===== src/rtl/uart_cmd_ctrl.sv =====
// Framed command controller on a received UART byte stream: header hunt, cmd/len/payload/checksum
// parsing with inter-byte timeout, dispatch to register write, timed system reset or generic strobe.
module uart_cmd_ctrl #(
  parameter logic [7:0]  HDR0        = 8'hEB,
  parameter logic [7:0]  HDR1        = 8'h90,
  parameter int unsigned MAX_LEN     = 8,
  parameter int unsigned TIMEOUT_CYC = 50000,
  parameter int unsigned RST_PULSE   = 16,
  parameter logic [7:0]  CMD_WR      = 8'h01,
  parameter logic [7:0]  CMD_RST     = 8'h5A
) (
  input  logic        clk,
  input  logic        rst_n,
  input  logic        valid,
  input  logic [7:0]  din,
  output logic        reg_wr_en,
  output logic [7:0]  reg_addr,
  output logic [15:0] reg_wdata,
  output logic        sys_rst_n,
  output logic        cmd_valid,
  output logic [7:0]  cmd_code,
  output logic [31:0] cmd_arg,
  output logic        err_pulse,
  output logic [7:0]  ok_cnt,
  output logic [7:0]  err_cnt
);

  localparam int unsigned TMO_W = $clog2(TIMEOUT_CYC + 1);
  localparam int unsigned RST_W = $clog2(RST_PULSE + 1);
  localparam logic [7:0]       MAX_LEN_B = 8'(MAX_LEN);
  localparam logic [TMO_W-1:0] TMO_LAST  = TMO_W'(TIMEOUT_CYC - 1);
  localparam logic [RST_W-1:0] RST_LAST  = RST_W'(RST_PULSE - 1);

  typedef enum logic [2:0] {IDLE, HDR, CMD, LEN, DATA, CSUM, EXEC} state_t;

  state_t           state_q, state_d;
  logic [7:0]       cmd_q, len_q, idx_q, sum_q;
  logic [31:0]      arg_q;
  logic [TMO_W-1:0] tmo_q;
  logic [RST_W-1:0] rst_cnt_q;
  logic             tmo_expire;
  logic             err_d, wr_d, rst_d, gen_d, ok_d;

  assign tmo_expire = (state_q inside {HDR, CMD, LEN, DATA, CSUM}) && !valid && (tmo_q == TMO_LAST);
  assign ok_d       = wr_d | rst_d | gen_d;

  always_ff @(posedge clk or negedge rst_n) begin
    if (!rst_n) state_q <= IDLE;
    else        state_q <= state_d;
  end

  // Next state, error detection and dispatch decode
  always_comb begin
    state_d = state_q;
    err_d   = 1'b0;
    wr_d    = 1'b0;
    rst_d   = 1'b0;
    gen_d   = 1'b0;
    case (state_q)
      IDLE: if (valid && din == HDR0) state_d = HDR;
      HDR: if (valid) begin
        if (din == HDR1)      state_d = CMD;
        else if (din == HDR0) state_d = HDR;
        else                  state_d = IDLE;
      end
      CMD: if (valid) state_d = LEN;
      LEN: if (valid) begin
        if (din > MAX_LEN_B) begin
          state_d = IDLE;
          err_d   = 1'b1;
        end else if (din == 8'd0) begin
          state_d = CSUM;
        end else begin
          state_d = DATA;
        end
      end
      DATA: if (valid && idx_q == len_q - 8'd1) state_d = CSUM;
      CSUM: if (valid) begin
        if (din == sum_q) begin
          state_d = EXEC;
        end else begin
          state_d = IDLE;
          err_d   = 1'b1;
        end
      end
      EXEC: begin
        // A byte arriving during dispatch is treated as a fresh IDLE byte
        state_d = (valid && din == HDR0) ? HDR : IDLE;
        if (cmd_q == CMD_WR) begin
          if (len_q == 8'd3) wr_d  = 1'b1;
          else               err_d = 1'b1;
        end else if (cmd_q == CMD_RST) begin
          if (len_q == 8'd0) rst_d = 1'b1;
          else               err_d = 1'b1;
        end else begin
          gen_d = 1'b1;
        end
      end
      default: state_d = IDLE;
    endcase
    if (tmo_expire) begin
      state_d = IDLE;
      err_d   = 1'b1;
    end
  end

  // Frame datapath: command, length, running checksum, argument bytes, idle timer
  always_ff @(posedge clk or negedge rst_n) begin
    if (!rst_n) begin
      cmd_q <= '0;
      len_q <= '0;
      idx_q <= '0;
      sum_q <= '0;
      arg_q <= '0;
      tmo_q <= '0;
    end else begin
      tmo_q <= (valid || state_q == IDLE) ? '0 : TMO_W'(tmo_q + 1'b1);
      if (valid) begin
        case (state_q)
          CMD: begin
            cmd_q <= din;
            sum_q <= din;
            arg_q <= '0;
          end
          LEN: begin
            len_q <= din;
            sum_q <= sum_q + din;
            idx_q <= '0;
          end
          DATA: begin
            sum_q <= sum_q + din;
            idx_q <= idx_q + 8'd1;
            case (idx_q)
              8'd0:    arg_q[31:24] <= din;
              8'd1:    arg_q[23:16] <= din;
              8'd2:    arg_q[15:8]  <= din;
              8'd3:    arg_q[7:0]   <= din;
              default: ;
            endcase
          end
          default: ;
        endcase
      end
    end
  end

  // Registered dispatch outputs, reset pulse timer and telemetry counters
  always_ff @(posedge clk or negedge rst_n) begin
    if (!rst_n) begin
      reg_wr_en <= 1'b0;
      reg_addr  <= '0;
      reg_wdata <= '0;
      sys_rst_n <= 1'b1;
      rst_cnt_q <= '0;
      cmd_valid <= 1'b0;
      cmd_code  <= '0;
      cmd_arg   <= '0;
      err_pulse <= 1'b0;
      ok_cnt    <= '0;
      err_cnt   <= '0;
    end else begin
      reg_wr_en <= wr_d;
      cmd_valid <= gen_d;
      err_pulse <= err_d;
      if (wr_d) begin
        reg_addr  <= arg_q[31:24];
        reg_wdata <= arg_q[23:8];
      end
      if (ok_d)  cmd_code <= cmd_q;
      if (gen_d) cmd_arg  <= arg_q;
      if (ok_d && ok_cnt != 8'hFF)   ok_cnt  <= ok_cnt + 8'd1;
      if (err_d && err_cnt != 8'hFF) err_cnt <= err_cnt + 8'd1;
      // A new reset command restarts the pulse even while one is running
      if (rst_d) begin
        sys_rst_n <= 1'b0;
        rst_cnt_q <= RST_LAST;
      end else if (!sys_rst_n) begin
        if (rst_cnt_q == '0) sys_rst_n <= 1'b1;
        else                 rst_cnt_q <= rst_cnt_q - 1'b1;
      end
    end
  end

endmodule


===== config.mk =====
export PLATFORM = sky130hd
export DESIGN_NAME = uart_cmd_ctrl
export DESIGN_NICKNAME = d
export VERILOG_FILES = /design/src/rtl/uart_cmd_ctrl.sv
export SDC_FILE = /design/constraint.sdc
export NUM_CORES = 1
export LEC_CHECK = 0
export BUFFER_PORTS_ARGS = -buffer_cell sky130_fd_sc_hd__buf_2
export CORE_MARGIN = 2
export CORE_UTILIZATION = 60
export CTS_CLUSTER_DIAMETER = 50
export CTS_CLUSTER_SIZE = 20
export DETAILED_ROUTE_END_ITERATION = 10
export GPL_TIMING_DRIVEN = 0
export MAX_ROUTING_LAYER = met4
export PLACE_DENSITY = 0.85
export SYNTH_ARGS = -nofsm -noshare
export SYNTH_HDL_FRONTEND = slang
export SYNTH_SLANG_ARGS = --single-unit

===== constraint.sdc =====
create_clock -name clk -period 5.55 [get_ports clk]
set_input_delay 1.11 -clock clk [delete_from_list [all_inputs] [get_ports clk]]
set_output_delay 1.11 -clock clk [all_outputs]
set_load 0.05 [all_outputs]

# Word-level counts from Yosys, hierarchy flattened
# Cells that the tools add are included.
word_totals:
  reg_bits: 172
  in_bits: 11
  output_inout_bits: 84
  wordCells: 138
op_classes:
  addsub: 7
  order_cmp: 1
  eq_ne: 31
  muxes: 48
  n_bitwise: 2
  n_reduce_logical: 28
ops:
  columns: ["cell", "n"]
  rows:
  - ["one-hot mux 32 bit (2 select lines)", 1]
  - ["2-to-1 mux 8 bit", 4]
  - ["one-hot mux 8 bit (2 select lines)", 2]
  - ["2-to-1 mux 3 bit", 9]
  - ["2-to-1 mux 1 bit", 25]
  - ["adder 8 x 1 -> 8 bit (second input constant)", 3]
  - ["equality test 8 x 2 -> 1 bit (second input constant)", 3]
  - ["zero test 8 bit", 3]
  - ["one-hot mux 3 bit (7 select lines)", 1]
  - ["adder 16 x 1 -> 16 bit (second input constant)", 1]
  - ["equality test 16 bit (second input constant)", 1]
  - ["equality test 8 x 1 -> 1 bit (second input constant)", 2]
  - ["equality test 8 bit", 2]
  - ["equality test 8 bit (second input constant)", 2]
  - ["2-to-1 mux 16 bit", 1]
  - ["inequality test 8 bit (second input constant)", 2]
  - ["2-to-1 mux 5 bit", 3]
  - ["inequality test 3 bit (second input constant)", 5]
  - ["AND reduction 3 bit", 4]
  - ["inequality test 2 x 1 -> 1 bit (second input constant)", 5]
  - ["AND reduction 2 bit", 5]
  - ["equality test 3 bit (second input constant)", 3]
  - ["adder 8 bit", 1]
  - ["equality test 8 x 7 -> 1 bit (second input constant)", 1]
  - ["19 further kinds", 28]

# Longest topological paths before layout
depth:
  word_depth: 8
  ltp_mapped: 10
  ltp_nobuf: 10

# Worst setup path before layout
# OpenSTA, ideal clock, no wires.
synth_timing:
  path_type: "input -> register"
  start: "input din[3]"
  end: "register err_cnt[1]"
  setup_time_ps: 128
  t_arrival_ps: 2678
  t_required_ps: 5422
  slack_ps: 2744
  cell_stages: 7
  path_buffers: 0
  path_cell_list: "ha_1 -> nor4_1 -> nand4_1 -> o2111ai_1 -> o311a_1 -> a31oi_4 -> mux2_1"
synth_between:
  elab_chain_len: 6
  word_cells_on_any_way: 9
  classes_between: "order compare (1); eq/ne (1); mux (6); reduce/logical (1)"
synth_lines:
  columns: ["item", "line", "text"]
  rows:
  - ["start: declaration", "15", "input logic [7:0] din,"]
  - ["greater-than comparator 8 x 4 -> 1 bit or equality test 8 bit (tied branches)", "68, 79", null]
  - ["2-to-1 mux 1 bit, on equally long branches", "68, 79", null]
  - ["2-to-1 mux 1 bit, on equally long branches", "67, 78", null]
  - ["one-hot mux 1 bit (3 select lines) (*)", "59", "case (state_q)"]
  - ["2-to-1 mux 1 bit (*)", "101", "if (tmo_expire) begin"]
  - ["logical AND 1 bit (*)", "172", "if (err_d && err_cnt != 8'hFF) err_cnt <= err_cnt + 8'd1;"]
  - ["end signal: assignment", "172", null]
  - ["end: declaration", "25", "output logic [7:0] err_cnt"]
# Every way passes the cells marked *; elsewhere a longest branch is shown, timed or not.
# A chain may end at the register's enable or synchronous reset.

# Worst setup path in the final report
# Same ends and word-level chain as after synthesis.

==> impl_metrics.tcl <==
set metrics [dict create \
    status "complete, no violations" \
    synthArstFlopShare_pct 100.0 \
    rsz0062_at_grt "no" \
    routedWlPerCell_um 15.90 \
    fp-row-count 42 \
    io-pin-count 95 \
    cts_buffers 17 \
    grt_pass1_wl_um 29060 \
    setup_violations 0 \
    peakVddDrop_mv 0.3487 \
    clock-sinks 172 \
    drv_slew 0 \
    drc 0 \
    finalClockSkew_ns 0.01070 \
    clockBufferDepth 2 \
    fin_crit_ns 2.862 \
    cap_violations 0 \
    cts_setup_buffers 0 \
    slew_headroom_pct 36.38 \
    num_vias 6085 \
    p_total_uw 3572 \
    h-tree-depth 4 \
    cpPeakStageDelay_ns 0.38 \
    worstPathCellList "buf_2, ha_1, nor4_1, nand4_1, o2111ai_1, o311a_1, a31oi_4, mux2_1" \
    max_freq_mhz 349.4 \
    path_class "input pin to flip-flop" \
    critPathLaunchType "input pin" \
    antenna_found_initial 0 \
    synth_cell_types 60 \
    syn2layout_area_growth_pct 16.43 \
    place_congestion 0.9271 \
    grt_pass1_vias 5896 \
    postRouteAntennaNets 0 \
    synthFlopType "dfrtp_1" \
    die_height_um 119.2 \
    yosys_register_bits 172 \
    start_util_pct 60.82 \
    p_per_area_nw_per_um2 385.4 \
    synth_area_um2 7959 \
    place_hpwl_um 11990 \
    synth_top_area_cell "dfrtp_1" \
    synth_area_leaders "dfrtp_1, nand2_1, mux2_2" \
    drt_iter0_drc 520 \
    cts_tree "done" \
    synth-seq-area-share_pct 54.10 \
    syn_inst 790 \
    synth_top_area_share_pct 53.77 \
    grtUsageTotal_pct 26.66 \
    cts_resized 0 \
    end_kind "flip-flop" \
    clk_latency_ns 0.43 \
    die_width_um 119.2 \
    nFillCells 955 \
    syn-num-nets 820 \
    crit_required_ns 5.86 \
    clk_pin_slew_ns 0.07 \
    syn_avg_cell_area_um2 10.07 \
    nets 934 \
    cellLeakagePower_uw 0.004841 \
    period_share_pct 51.57 \
    hold_path.class "flip-flop to flip-flop" \
    cp_slowest_cell "ha_1" \
    antennaDiodeCount 0 \
    via_per_inst 5.577 \
    path_buf_inv 1 \
    crit_family "compound AO/OA/AOI/OAI gates" \
    grt_max_degree 123 \
    routed_wl_um 17350 \
    dr.pass1.iters 5 \
    port_buffers 94 \
    postCtsHoldBufs 0 \
    root_buffer "clkbuf_16" \
    coreArea_um2 13090 \
    synth.yosys.warnings 0 \
    yosysMostFrequentCell "nand2_1" \
    synth_edf_count 0 \
    finalSetupTns_ns 0 \
    crit_fanout 8 \
    yosys-top-cells-count "nand2_1, dfrtp_1, nor2_1" \
    die_area_um2 14200 \
    tightest_slew_ns 0.9464 \
    cp.arrival_ns 3.18 \
    hold_violations 0 \
    gr-total-overflow 0 \
    drive_gt1_share_pct 19.89 \
]
[worst register-to-register path: stages, from the launching register on]
cell and delay (ns):
dfrtp_1 0.43, or3_4 0.44, nor4_4 0.28, nand2_1 0.11, nor4_2 0.72, clkbuf_1 0.43
nand2_1 0.13, nand2_1 0.08
[area by class of cell]
class	count	area [um^2]	share of cell area (%)
timing repair buffer	95	508.0	5.482
clock inverter	11	136.4	1.472
sequential	172	4305	46.46
tap	176	220.2	2.376
buffer	30	118.9	1.283
inverter	18	67.56	0.7291
clock buffer	19	442.9	4.780
multi-input combinational	570	3467	37.42
[registers in the layout (all words and copies together), names as in the netlist, 3 cells and up]
register   cells
cmd_q          8
ok_cnt         8
tmo_q         16
state_q        3
reg_addr       8
reg_wdata     16
cmd_arg       32
cmd_code       8
arg_q         32
err_cnt        8
idx_q          8
sum_q          8
len_q          8
rst_cnt_q      5
[cell families after synthesis]
logic type | after synthesis | share of synthesized area [%]
flops | 172 | 54.10
buf+inv | 48 | 2.342
mux | 53 | 7.436
fa+ha+maj | 19 | 3.081
compound gates | 71 | 5.675
simple gates | 379 | 22.09
xor+xnor | 48 | 5.282
[power breakdown]
part	total (uW)	switching, uW	internal, uW
Sequential	1560	150	1420
Clock	1170	491	676
Combinational	840	516	324
Total	3570	1160	2420
[metrics by stage]
stage                     hold slack (ns)  cell area, um^2  setup slack (ns)  instances  utilization, %
after CTS                          0.4659             9266             2.714       1091           70.82
after global routing               0.4818             9266             2.522       1091           70.82
final                              0.4610             9266             2.688       1091           70.82
after detailed placement           0.4511             8687             2.269       1061           66.39
after global placement             0.4445             8650            0.7891       1060           66.10
after floorplan                    0.4347             7959             2.744        790               -
[per-layer routing]
layer	vias to the layer above	GRT usage (%)	wire length (um)
met5	-	-	0
met4	0	11.09	402
met3	36	4.741	968
met2	208	40.59	8405
met1	2954	35.75	7568
li1	2887	-	-
[final timing paths]
check                           cells past startpoint                 startpoint  slack, ns                        end
worst max register to register                      7       len_q[2]$_DFFE_PN0P_       2.89  reg_wdata[11]$_DFFE_PN0P_
min in group asynchronous                           1                      rst_n       0.58         tmo_q[0]$_DFF_PN0_
max in group asynchronous                           2                      rst_n       4.07       arg_q[8]$_DFFE_PN0P_
worst max-delay path                                8                     din[3]       2.69     err_cnt[1]$_DFFE_PN0P_
worst min-delay path                                2  reg_wdata[12]$_DFFE_PN0P_       0.46  reg_wdata[12]$_DFFE_PN0P_
worst min register to register                      2  reg_wdata[12]$_DFFE_PN0P_       0.46  reg_wdata[12]$_DFFE_PN0P_
[placed cells by master, fill, tap and decap left out, types with 3 or more instances in the layout]
cell and n:
nand2_1 218, dfrtp_1 171, buf_2 98, nor2_1 46
mux2_2 40, a21oi_1 27, clkbuf_1 26, xnor2_1 25
xor2_1 23, nand3_1 19, ha_1 18, inv_1 17
clkbuf_16 17, nand4_1 15, nor3_1 14, o21ai_0 14
nor4_1 10, mux2_1 9, and3_1 9, o21ai_1 9
and2_1 9, or3_1 6, nand2b_1 5, nor2b_1 5
mux2i_1 4, clkinv_4 4, nand3b_1 3, nand4b_1 3
inv_6 3
Power figures use the tool's default switching activity.
